File: src/rtl/axi4_lite_router.sv
`default_nettype none
// ============================================================================
// Module   : axi4_lite_router
// Purpose  : One AXI4-Lite master to NUM_SLAVES AXI4-Lite slaves. Decodes
//            the AW/AR address against SLV_BASE/SLV_MASK and forwards the
//            transaction to the lowest-index matching slave. Unmapped
//            addresses are completed locally with DECERR. There is one
//            outstanding write and one outstanding read, and the write and
//            read paths are fully independent.
// Ports    : ACLK, ARESETn          clock, async active-low reset
//            S_AW*/S_W*/S_B*        write channels from the master
//            S_AR*/S_R*             read channels from the master
//            M_*VALID/M_*READY      one bit per slave (one-hot while active)
//            M_AWADDR/M_WDATA/...   shared, driven from latched registers
//            M_BRESP/M_RDATA/M_RRESP packed per-slave response slices
// Revision : 1.0  initial release
// ============================================================================
module axi4_lite_router #(
    parameter int NUM_SLAVES = 2,
    parameter int ADDR_WIDTH = 32,
    parameter int DATA_WIDTH = 32,
    parameter logic [NUM_SLAVES*ADDR_WIDTH-1:0] SLV_BASE = '0,
    parameter logic [NUM_SLAVES*ADDR_WIDTH-1:0] SLV_MASK = '0
) (
    input  logic                             ACLK,
    input  logic                             ARESETn,
    // write channels from the master
    input  logic                             S_AWVALID,
    output logic                             S_AWREADY,
    input  logic [ADDR_WIDTH-1:0]            S_AWADDR,
    input  logic [2:0]                       S_AWPROT,
    input  logic                             S_WVALID,
    output logic                             S_WREADY,
    input  logic [DATA_WIDTH-1:0]            S_WDATA,
    input  logic [DATA_WIDTH/8-1:0]          S_WSTRB,
    output logic                             S_BVALID,
    input  logic                             S_BREADY,
    output logic [1:0]                       S_BRESP,
    // read channels from the master
    input  logic                             S_ARVALID,
    output logic                             S_ARREADY,
    input  logic [ADDR_WIDTH-1:0]            S_ARADDR,
    input  logic [2:0]                       S_ARPROT,
    output logic                             S_RVALID,
    input  logic                             S_RREADY,
    output logic [DATA_WIDTH-1:0]            S_RDATA,
    output logic [1:0]                       S_RRESP,
    // slave-side write channels
    output logic [NUM_SLAVES-1:0]            M_AWVALID,
    input  logic [NUM_SLAVES-1:0]            M_AWREADY,
    output logic [ADDR_WIDTH-1:0]            M_AWADDR,
    output logic [2:0]                       M_AWPROT,
    output logic [NUM_SLAVES-1:0]            M_WVALID,
    input  logic [NUM_SLAVES-1:0]            M_WREADY,
    output logic [DATA_WIDTH-1:0]            M_WDATA,
    output logic [DATA_WIDTH/8-1:0]          M_WSTRB,
    input  logic [NUM_SLAVES-1:0]            M_BVALID,
    output logic [NUM_SLAVES-1:0]            M_BREADY,
    input  logic [2*NUM_SLAVES-1:0]          M_BRESP,
    // slave-side read channels
    output logic [NUM_SLAVES-1:0]            M_ARVALID,
    input  logic [NUM_SLAVES-1:0]            M_ARREADY,
    output logic [ADDR_WIDTH-1:0]            M_ARADDR,
    output logic [2:0]                       M_ARPROT,
    input  logic [NUM_SLAVES-1:0]            M_RVALID,
    output logic [NUM_SLAVES-1:0]            M_RREADY,
    input  logic [DATA_WIDTH*NUM_SLAVES-1:0] M_RDATA,
    input  logic [2*NUM_SLAVES-1:0]          M_RRESP
);

    localparam int c_sel_w  = (NUM_SLAVES > 1) ? $clog2(NUM_SLAVES) : 1;
    localparam int c_strb_w = DATA_WIDTH / 8;

    typedef enum logic [2:0] {
        W_IDLE = 3'd0, W_DATA = 3'd1, W_FWD = 3'd2, W_ERR = 3'd3, W_RESP = 3'd4
    } wstate_t;

    typedef enum logic [1:0] {
        R_IDLE = 2'd0, R_FWD = 2'd1, R_ERR = 2'd2, R_RESP = 2'd3
    } rstate_t;

    // Returns {hit, sel}. Scanning downwards lets the lowest matching index
    // overwrite any higher one, so overlapping windows resolve to slave 0 first.
    function automatic logic [c_sel_w:0] f_decode(input logic [ADDR_WIDTH-1:0] addr);
        logic                 hit;
        logic [c_sel_w-1:0]   sel;
        hit = 1'b0;
        sel = '0;
        for (int i = NUM_SLAVES - 1; i >= 0; i--) begin
            if ((addr & SLV_MASK[i*ADDR_WIDTH +: ADDR_WIDTH]) ==
                SLV_BASE[i*ADDR_WIDTH +: ADDR_WIDTH]) begin
                hit = 1'b1;
                sel = c_sel_w'(i);
            end
        end
        return {hit, sel};
    endfunction

    wstate_t                 r_wstate, w_wstate_next;
    rstate_t                 r_rstate, w_rstate_next;
    logic                    r_rst_done;
    logic [ADDR_WIDTH-1:0]   r_awaddr, r_araddr;
    logic [2:0]              r_awprot, r_arprot;
    logic [DATA_WIDTH-1:0]   r_wdata;
    logic [c_strb_w-1:0]     r_wstrb;
    logic [c_sel_w-1:0]      r_wsel, r_rsel;
    logic                    r_aw_pend, r_w_pend;
    logic [c_sel_w:0]        w_wdec, w_rdec;

    // Write decode uses the address already latched in W_IDLE; read decode
    // uses the address being accepted, which is the value latched that cycle.
    assign w_wdec = f_decode(r_awaddr);
    assign w_rdec = f_decode(S_ARADDR);

    assign M_AWADDR = r_awaddr;
    assign M_AWPROT = r_awprot;
    assign M_WDATA  = r_wdata;
    assign M_WSTRB  = r_wstrb;
    assign M_ARADDR = r_araddr;
    assign M_ARPROT = r_arprot;

    // Keeps the idle READYs low while reset is asserted and until the
    // first clock edge after release.
    always_ff @(posedge ACLK or negedge ARESETn) begin
        if (!ARESETn) r_rst_done <= 1'b0;
        else          r_rst_done <= 1'b1;
    end

    // ---------------------------------------------------------------- write
    always_ff @(posedge ACLK or negedge ARESETn) begin
        if (!ARESETn) r_wstate <= W_IDLE;
        else          r_wstate <= w_wstate_next;
    end

    always_comb begin
        w_wstate_next = r_wstate;
        S_AWREADY     = 1'b0;
        S_WREADY      = 1'b0;
        S_BVALID      = 1'b0;
        S_BRESP       = 2'b00;
        M_AWVALID     = '0;
        M_WVALID      = '0;
        M_BREADY      = '0;
        case (r_wstate)
            W_IDLE: begin
                S_AWREADY = r_rst_done;
                if (S_AWVALID && r_rst_done) w_wstate_next = W_DATA;
            end
            W_DATA: begin
                S_WREADY = 1'b1;
                if (S_WVALID) w_wstate_next = w_wdec[c_sel_w] ? W_FWD : W_ERR;
            end
            W_FWD: begin
                M_AWVALID[r_wsel] = r_aw_pend;
                M_WVALID[r_wsel]  = r_w_pend;
                // AW and W retire independently; leave once neither is pending.
                if ((!r_aw_pend || M_AWREADY[r_wsel]) && (!r_w_pend || M_WREADY[r_wsel]))
                    w_wstate_next = W_RESP;
            end
            W_RESP: begin
                S_BVALID         = M_BVALID[r_wsel];
                S_BRESP          = M_BRESP[r_wsel*2 +: 2];
                M_BREADY[r_wsel] = S_BREADY;
                if (M_BVALID[r_wsel] && S_BREADY) w_wstate_next = W_IDLE;
            end
            W_ERR: begin
                S_BVALID = 1'b1;
                S_BRESP  = 2'b11;
                if (S_BREADY) w_wstate_next = W_IDLE;
            end
            default: w_wstate_next = W_IDLE;
        endcase
    end

    always_ff @(posedge ACLK or negedge ARESETn) begin
        if (!ARESETn) begin
            r_awaddr  <= '0;
            r_awprot  <= '0;
            r_wdata   <= '0;
            r_wstrb   <= '0;
            r_wsel    <= '0;
            r_aw_pend <= 1'b0;
            r_w_pend  <= 1'b0;
        end else begin
            if (r_wstate == W_IDLE && S_AWVALID && S_AWREADY) begin
                r_awaddr <= S_AWADDR;
                r_awprot <= S_AWPROT;
            end
            if (r_wstate == W_DATA && S_WVALID) begin
                r_wdata   <= S_WDATA;
                r_wstrb   <= S_WSTRB;
                r_wsel    <= w_wdec[c_sel_w-1:0];
                r_aw_pend <= 1'b1;
                r_w_pend  <= 1'b1;
            end
            if (r_wstate == W_FWD) begin
                if (M_AWREADY[r_wsel]) r_aw_pend <= 1'b0;
                if (M_WREADY[r_wsel])  r_w_pend  <= 1'b0;
            end
        end
    end

    // ----------------------------------------------------------------- read
    always_ff @(posedge ACLK or negedge ARESETn) begin
        if (!ARESETn) r_rstate <= R_IDLE;
        else          r_rstate <= w_rstate_next;
    end

    always_comb begin
        w_rstate_next = r_rstate;
        S_ARREADY     = 1'b0;
        S_RVALID      = 1'b0;
        S_RDATA       = '0;
        S_RRESP       = 2'b00;
        M_ARVALID     = '0;
        M_RREADY      = '0;
        case (r_rstate)
            R_IDLE: begin
                S_ARREADY = r_rst_done;
                if (S_ARVALID && r_rst_done) w_rstate_next = w_rdec[c_sel_w] ? R_FWD : R_ERR;
            end
            R_FWD: begin
                M_ARVALID[r_rsel] = 1'b1;
                if (M_ARREADY[r_rsel]) w_rstate_next = R_RESP;
            end
            R_RESP: begin
                S_RVALID         = M_RVALID[r_rsel];
                S_RDATA          = M_RDATA[r_rsel*DATA_WIDTH +: DATA_WIDTH];
                S_RRESP          = M_RRESP[r_rsel*2 +: 2];
                M_RREADY[r_rsel] = S_RREADY;
                if (M_RVALID[r_rsel] && S_RREADY) w_rstate_next = R_IDLE;
            end
            R_ERR: begin
                S_RVALID = 1'b1;
                S_RRESP  = 2'b11;
                if (S_RREADY) w_rstate_next = R_IDLE;
            end
            default: w_rstate_next = R_IDLE;
        endcase
    end

    always_ff @(posedge ACLK or negedge ARESETn) begin
        if (!ARESETn) begin
            r_araddr <= '0;
            r_arprot <= '0;
            r_rsel   <= '0;
        end else if (r_rstate == R_IDLE && S_ARVALID && S_ARREADY) begin
            r_araddr <= S_ARADDR;
            r_arprot <= S_ARPROT;
            r_rsel   <= w_rdec[c_sel_w-1:0];
        end
    end

endmodule
`default_nettype wire

File: config.mk
export PLATFORM = sky130hd
export DESIGN_NAME = axi4_lite_router
export DESIGN_NICKNAME = d
export VERILOG_FILES = /design/src/rtl/axi4_lite_router.sv
export SDC_FILE = /design/constraint.sdc
export NUM_CORES = 1
export LEC_CHECK = 0
export CAP_MARGIN = 20
export CORE_AREA = 3 3 136 138
export CTS_CLUSTER_SIZE = 12
export DETAILED_ROUTE_END_ITERATION = 10
export DIE_AREA = 0 0 139 141
export PLACE_DENSITY = 0.78
export SYNTH_ARGS = -nofsm -noshare
export SYNTH_HDL_FRONTEND = slang
export SYNTH_SLANG_ARGS = --single-unit
File: constraint.sdc
create_clock -name ACLK -period 4.87 [get_ports ACLK]
set_input_delay 1.2175 -clock ACLK [delete_from_list [all_inputs] [get_ports ACLK]]
set_output_delay 1.2175 -clock ACLK [all_outputs]
set_load 0.01 [all_outputs]
# Word-level counts from Yosys, hierarchy flattened
# Index checks and enable logic that the tools add are counted.
# Widths: inputs -> output; s select.
# op_classes
eq_ne,16
muxes,30
n_reduce_logical,18
# ops
op,n
$mux 32,1
$ne 2x2->1 const B,9
$mux 3,5
$pmux 3 s5,1
$mux 1,14
$logic_and 1x1->1,10
$mux 2,4
$pmux 2 s2,2
$pmux 2 s4,1
$eq 3x2->1 const B,2
$reduce_and 5->1,1
$eq 2x2->1 const B,2
$pmux 1 s2,2
$reduce_and 4->1,1
$eq 3x1->1 const B,1
$eq 3x3->1 const B,1
$logic_not 3->1,1
$eq 2x1->1 const B,1
$logic_not 1->1,2
$logic_not 2->1,1
$logic_or 1x1->1,2
# totals
register_bits,114
in_bits,195
output_inout_bits,157
word_cells,75

# Logic depth before layout (Yosys ltp)
# Gate-level depths: netlist of run 1.
# logic_depth
depth_word,5
mapped_depth,5
ltp_nobuf,3

# Worst setup path after synthesis of run 1
# No wires, ideal clock.
# synth_timing
path_type,input to output
start,input port M_RVALID[0]
end,output port S_RVALID
t_arrival_ns,1.470
path_slack_ns,2.182
cell_stages,2
cell_sequence,inv_1 -> a21oi_1
# synth_between
elab_chain_cells,1
# synth_lines
element,line,rtl
"start, declared",65,"input logic [NUM_SLAVES-1:0] M_RVALID,"
$pmux 1 s2,217,case (r_rstate)
"end, declared",44,"output logic S_RVALID,"
# No other way between the ends.

# Worst setup path in the final report of run 1
# Ends and elaborated chain as after synthesis.

==> flow_summary.toml, run 1 <==
[outcome]
status = "finished clean"

[hold_path]
min_from = "M_ARADDR[20]"
worst_hold_path_type = "flop to flop"
hold_depth = 1
holdPathEnd = "M_ARADDR[20]"

[clocking]
insertion_delay_ns = 0.40
cts_sinks = 114
htree_num_levels = 4
hold_buffers = 0
cts_resized = 0
numCtsBuffers = 17
post_cts.repair.setup_buffers = 0
cts_tree = "built"
clockBufferDepth = 2
cts.clk_slew.worst_paths_ns = 0.05
clockRootBuffer = "clkbuf_16"

[yosys]
ys_dominant_reg_cell = "dfrtp_1"
yosys.area.top_type = "dfrtp_1"
synth_most_common_cell = "dfrtp_1"
ys_ff_latch = 114
synthArstFlopShare_pct = 100
yosysUniqueCellTypes = 30
synth_common_cells = "dfrtp_1 (114), mux2_2 (75), and3_1 (37)"
seq_area_frac_synth_pct = 58.6
netlist_instances = 331
netlist_top_cells_area = "dfrtp_1 (59%), mux2_2 (17%), mux2_4 (8.9%)"
synth_top_area_share_pct = 58.6
netlist_area_um2 = 4870
synth_warnings = 0
syn_area_per_cell_um2 = 14.7
synth-edff-count = 0

[timing]
fin_crit_sh_pct = 75.7
drv_slew = 0
rsz0062_at_grt = "no"
finClkSkew_ns = 0.00741
period_needed_ns = 3.69
fin_setup_tns_ns = 0
slew_headroom_pct = 31.6
hold_viol = 0
setup-violations-final = 0
tightest_slew_ns = 1.03
max_freq_mhz = 271

[die]
io-pin-count = 352
fp.coreArea_um2 = 17300
rows = 48
die_w_um = 139
die-height_um = 141
die_area_um2 = 19600
start_util_pct = 28.1

[power_and_ir_drop]
power_density_nw_per_um2 = 644
ir_drop_mv = 0.322
power.static_leakage_nw = 3.81

[critical_path]
r2r_setup_slack_ns = 2.86
crit_type = "primary input to primary output"
worstPathMaxFanout = 2
critPathArrivalTime_ns = 2.47
r2r-start = "r_wstate[2]"
r2r-end = "M_WDATA[8]"
cp.required_ns = 3.65
worstSetupStartpointType = "primary input"
r2r_cells = 4
critPathCaptureType = "primary output"

[final_layout]
fin_util_pct = 50.5
num-fill-cells = 1430
drive_above_1_share_pct = 22.2
syn_to_final_growth_pct = 79.5
layout.nets = 832
n_antenna_cell = 0

[route]
drt-initial-drc-count = 102
num_vias = 3754
drc = 0
antenna_left = 0
vias_per_cell = 4.29
wl_mm = 14.4
drt_pre_antenna_iters = 4
avgRoutedWirePerCell_um = 16.5

[grt]
antenna_found_initial = 0
grtUsageTotal_pct = 14.6
grt_pass1_wl_mm = 22.6
grt_max_degree = 78
overflow = 0
grt_pass1_vias = 4060

[place]
place_congestion = 0.838
hpwlAfterDp_mm = 11.1
portBuffers = 305

[run]
drv_cap = 0
per-stage QoR:
step / total power [mW] / setup slack, ns / instances / area [um^2] / hold WS, ns
floorplan: 2.83 / 2.18 / 335 / 4880 / 0.492
global placement: 4.22 / 1.19 / 843 / 8070 / 0.476
detailed placement: 4.29 / 1.18 / 843 / 8070 / 0.493
CTS: 5.71 / 1.18 / 875 / 8740 / 0.506
global route: 5.94 / 1.06 / 875 / 8740 / 0.514
finish: 5.63 / 1.18 / 875 / 8740 / 0.499
worst max-delay path, cell delays in order:
cell and delay, ns:
clkdlybuf4s50_1 0.48, inv_1 0.06, a21oi_1 0.13, clkdlybuf4s50_1 0.57
registers in the layout, summed over array words and instances (netlist names):
register,flops
r_rst_done,1
r_rstate,2
M_WDATA,32
M_AWPROT,3
M_AWADDR,32
r_wstate,3
M_ARPROT,3
M_ARADDR,32
M_WSTRB,4
r_w_pend,1
r_aw_pend,1
layer usage:
layer	global-route usage (%)	vias to the layer above	part of all wire, %
met5	0	-	0
met4	5.10	0	1.7
met3	5.22	17	7.7
met2	24.3	181	50
met1	17.5	1785	41
li1	-	1771	-
worst max-delay path by stage:
stage                        to  slack [ns]  cells past startpoint         from
CTS                    S_RVALID        1.18                      4  M_RVALID[0]
floorplan              S_RVALID        2.18                      2  M_RVALID[0]
global placement    M_RREADY[0]        1.19                      3     S_RREADY
global route           S_RVALID        1.06                      3  r_rstate[1]
detailed placement     S_RVALID        1.18                      4  M_RVALID[0]
finish                 S_RVALID        1.18                      4  M_RVALID[0]
kinds of logic (layout without fill, tap and decap cells):
group / Yosys count / in the layout / synth area share, %
buffers and inverters: 31 / 346 / 3.93
flip-flops: 114 / 114 / 58.6
AO/OA/AOI/OAI: 14 / 14 / 1.98
multiplexers: 108 / 108 / 27.2
other: 2 / 6 / 0.154
AND/OR/NAND/NOR: 62 / 62 / 8.10
layout by cell type, fill, tap and decap left out, types with 2 or more instances in the layout:
master             n
buf_4              4
dfrtp_1          114
nor2_1             3
mux2_1             3
inv_1              6
clkinvlp_4         2
nor2b_1            2
a21oi_1            4
bufinv_16          5
clkbuf_16         17
clkinv_2           2
mux2_4            29
mux2_2            75
clkbuf_8           4
conb_1             6
and3_1            37
clkbuf_1           2
nand2_1           12
clkdlybuf4s50_1  304
o22ai_1            2
o21a_1             2
o2bb2ai_1          2
o221ai_1           2
layout make-up:
class	count	area [um^2]	area share (%)
inverters	6	22.5	0.258
flip-flops and latches	114	2850	32.7
clock inverters	9	175	2.01
repair buffers	308	3070	35.2
clock buffers	23	488	5.59
well taps	225	282	3.22
multi-input cells	190	1840	21.1
report_power, final:
| part | internal (mW) | switching [mW] |
|---|---|---|
| logic | 1.61 | 0.864 |
| registers | 1.42 | 0.360 |
| clock network | 0.960 | 0.412 |
Power figures use the tool's default switching activity.
==> run 2: changes to the inputs <==
CORE_AREA = 3 3 137 139   (was 3 3 136 138)
DIE_AREA = 0 0 140 142   (was 0 0 139 141)
PLACE_DENSITY = 0.8   (was 0.78)
clock period = 3.38 ns   (was 4.87 ns; I/O delays follow)
==> run 2 against run 1 <==
Final cell count increased by 0.69%; non-clock buffer count increased by 3; critical path depth unchanged; die area increased by 1.4%; setup slack got worse by 0.81 ns; clock skew increased by 0.00076 ns; power increased by 43%; global-route usage increased by 0.17 points; sequential share of layout area about the same; first-iteration DRC count increased by 12%; largest cell class unchanged.
==> flow_summary.toml, run 2 (synthesis results as in run 1) <==
[outcome]
status = "finished clean"

[critical_path]
r2r-end = "M_AWADDR[25]"
r2r-start = "r_wstate[1]"
crit_type = "flop to primary output"
max_stage_delay_ns = 0.54
cp.required_ns = 2.53
worstSetupStartpointType = "flop"
critPathArrivalTime_ns = 2.16
critPathCaptureType = "primary output"
r2r_cells = 3
crit_path_frequent_cell = "nand2_1"
crit_buf_inv = 1
startpoint = "r_wstate[1]"
r2r_setup_slack_ns = 1.32
critPathTopFamily = "simple AND/OR/NAND/NOR gates"
crit_slowest_cell = "clkdlybuf4s50_1"
cp_cell_sequence = "nor3b_1 > nand2_1 > nand2_1 > clkdlybuf4s50_1"
worstPathMaxFanout = 12

[run]
drv_cap = 0

[place]
portBuffers = 305
hpwlAfterDp_mm = 11.3
place_congestion = 0.830

[grt]
antenna_found_initial = 0
grt_pass1_wl_mm = 22.8
overflow = 0
grtUsageTotal_pct = 14.7
grt_max_degree = 52
grt_pass1_vias = 4072

[timing]
finClkSkew_ns = 0.00817
rsz0062_at_grt = "no"
slew_headroom_pct = 54.9
period_needed_ns = 3.01
drv_slew = 0
fin_setup_tns_ns = 0
setup-violations-final = 0
fin_crit_sh_pct = 89.0
max_freq_mhz = 333
whs_ns = 0.396
tightest_slew_ns = 0.676
hold_viol = 0

[clocking]
htree_num_levels = 4
numCtsBuffers = 17
insertion_delay_ns = 0.40
hold_buffers = 0
clockBufferDepth = 2
cts_tree = "built"
cts_sinks = 114
clockRootBuffer = "clkbuf_16"
cts_resized = 0
post_cts.repair.setup_buffers = 0
cts.clk_slew.worst_paths_ns = 0.05

[die]
rows = 49
fp.coreArea_um2 = 17800
die-height_um = 142
io-pin-count = 352
start_util_pct = 27.4
die_w_um = 140
die_area_um2 = 19900

[final_layout]
drive_above_1_share_pct = 22.5
layout_commonest_cell = "clkdlybuf4s50_1"
n_antenna_cell = 0
num-fill-cells = 1557
syn_to_final_growth_pct = 79.5
layout.nets = 835
most-common-layout-cells = "clkdlybuf4s50_1 (304), dfrtp_1 (113), mux2_2 (75), and3_1 (37), mux2_4 (29)"

[power_and_ir_drop]
power_density_nw_per_um2 = 919
power.static_leakage_nw = 3.80
ir_drop_mv = 0.460

[route]
drc = 0
num_vias = 3873
vias_per_cell = 4.40
drt_pre_antenna_iters = 4
drt-initial-drc-count = 114
avgRoutedWirePerCell_um = 16.8
antenna_left = 0
wl_mm = 14.8

[hold_path]
worst_hold_path_type = "primary input to async pin"
[run 2: cell types whose count changed in the layout (fill, tap and decap cells not counted)]
cell,delta
clkbuf_8,-2
clkinv_2,+1
dfrtp_2,+1
clkinvlp_4,+1
buf_12,+1
buf_4,+2
bufinv_16,-1
dfrtp_1,-1
[run 2: worst max-delay path by stage]
stage,depth (start not counted),to,slack [ns]
floorplan,3,M_BREADY[0],1.39
global placement,4,S_RVALID,0.45
detailed placement,4,S_RVALID,0.46
CTS,3,S_RVALID,0.16
global route,4,S_BRESP[1],0.24
finish,4,S_BRESP[1],0.37
[run 2: through the flow]
step | setup slack [ns] | total power, mW | util, % | area, um^2 | cells
floorplan | 1.39 | 4.08 | - | 4880 | 335
global placement | 0.452 | 6.10 | 45.6 | 8110 | 850
detailed placement | 0.462 | 6.19 | 45.6 | 8110 | 850
CTS | 0.161 | 8.13 | 49.1 | 8730 | 881
global route | 0.239 | 8.48 | 49.1 | 8730 | 881
finish | 0.373 | 8.03 | 49.1 | 8730 | 881
[run 2: where the power goes]
group          total (mW)  switching (mW)  leakage [nW]  internal (mW)
clock network        1.89           0.625         0.295           1.26
logic                3.61            1.28          2.15           2.33
registers            2.53           0.475          1.35           2.05
total                8.03            2.38          3.80           5.65
[run 2: per-layer routing]
metal	vias up	global-route usage, %	share of wire, %
met5	-	0	0
met4	0	4.74	1.3
met3	11	5.98	9.4
met2	206	23.7	48
met1	1874	18.3	41
li1	1782	-	-
[run 2: cell type report]
class | instances | area [um^2] | share of cell area (%)
repair buffers | 311 | 3110 | 35.6
clock buffers | 21 | 460 | 5.27
inverters | 6 | 22.5 | 0.258
flip-flops and latches | 114 | 2850 | 32.7
clock inverters | 10 | 158 | 1.81
multi-input cells | 190 | 1840 | 21.1
well taps | 229 | 287 | 3.28
[run 2: worst register-to-register path, stage by stage, from the launching register on]
cell	delay, ns
dfrtp_1	0.53
nor4b_4	0.49
nand2_4	0.44
mux2_4	0.48
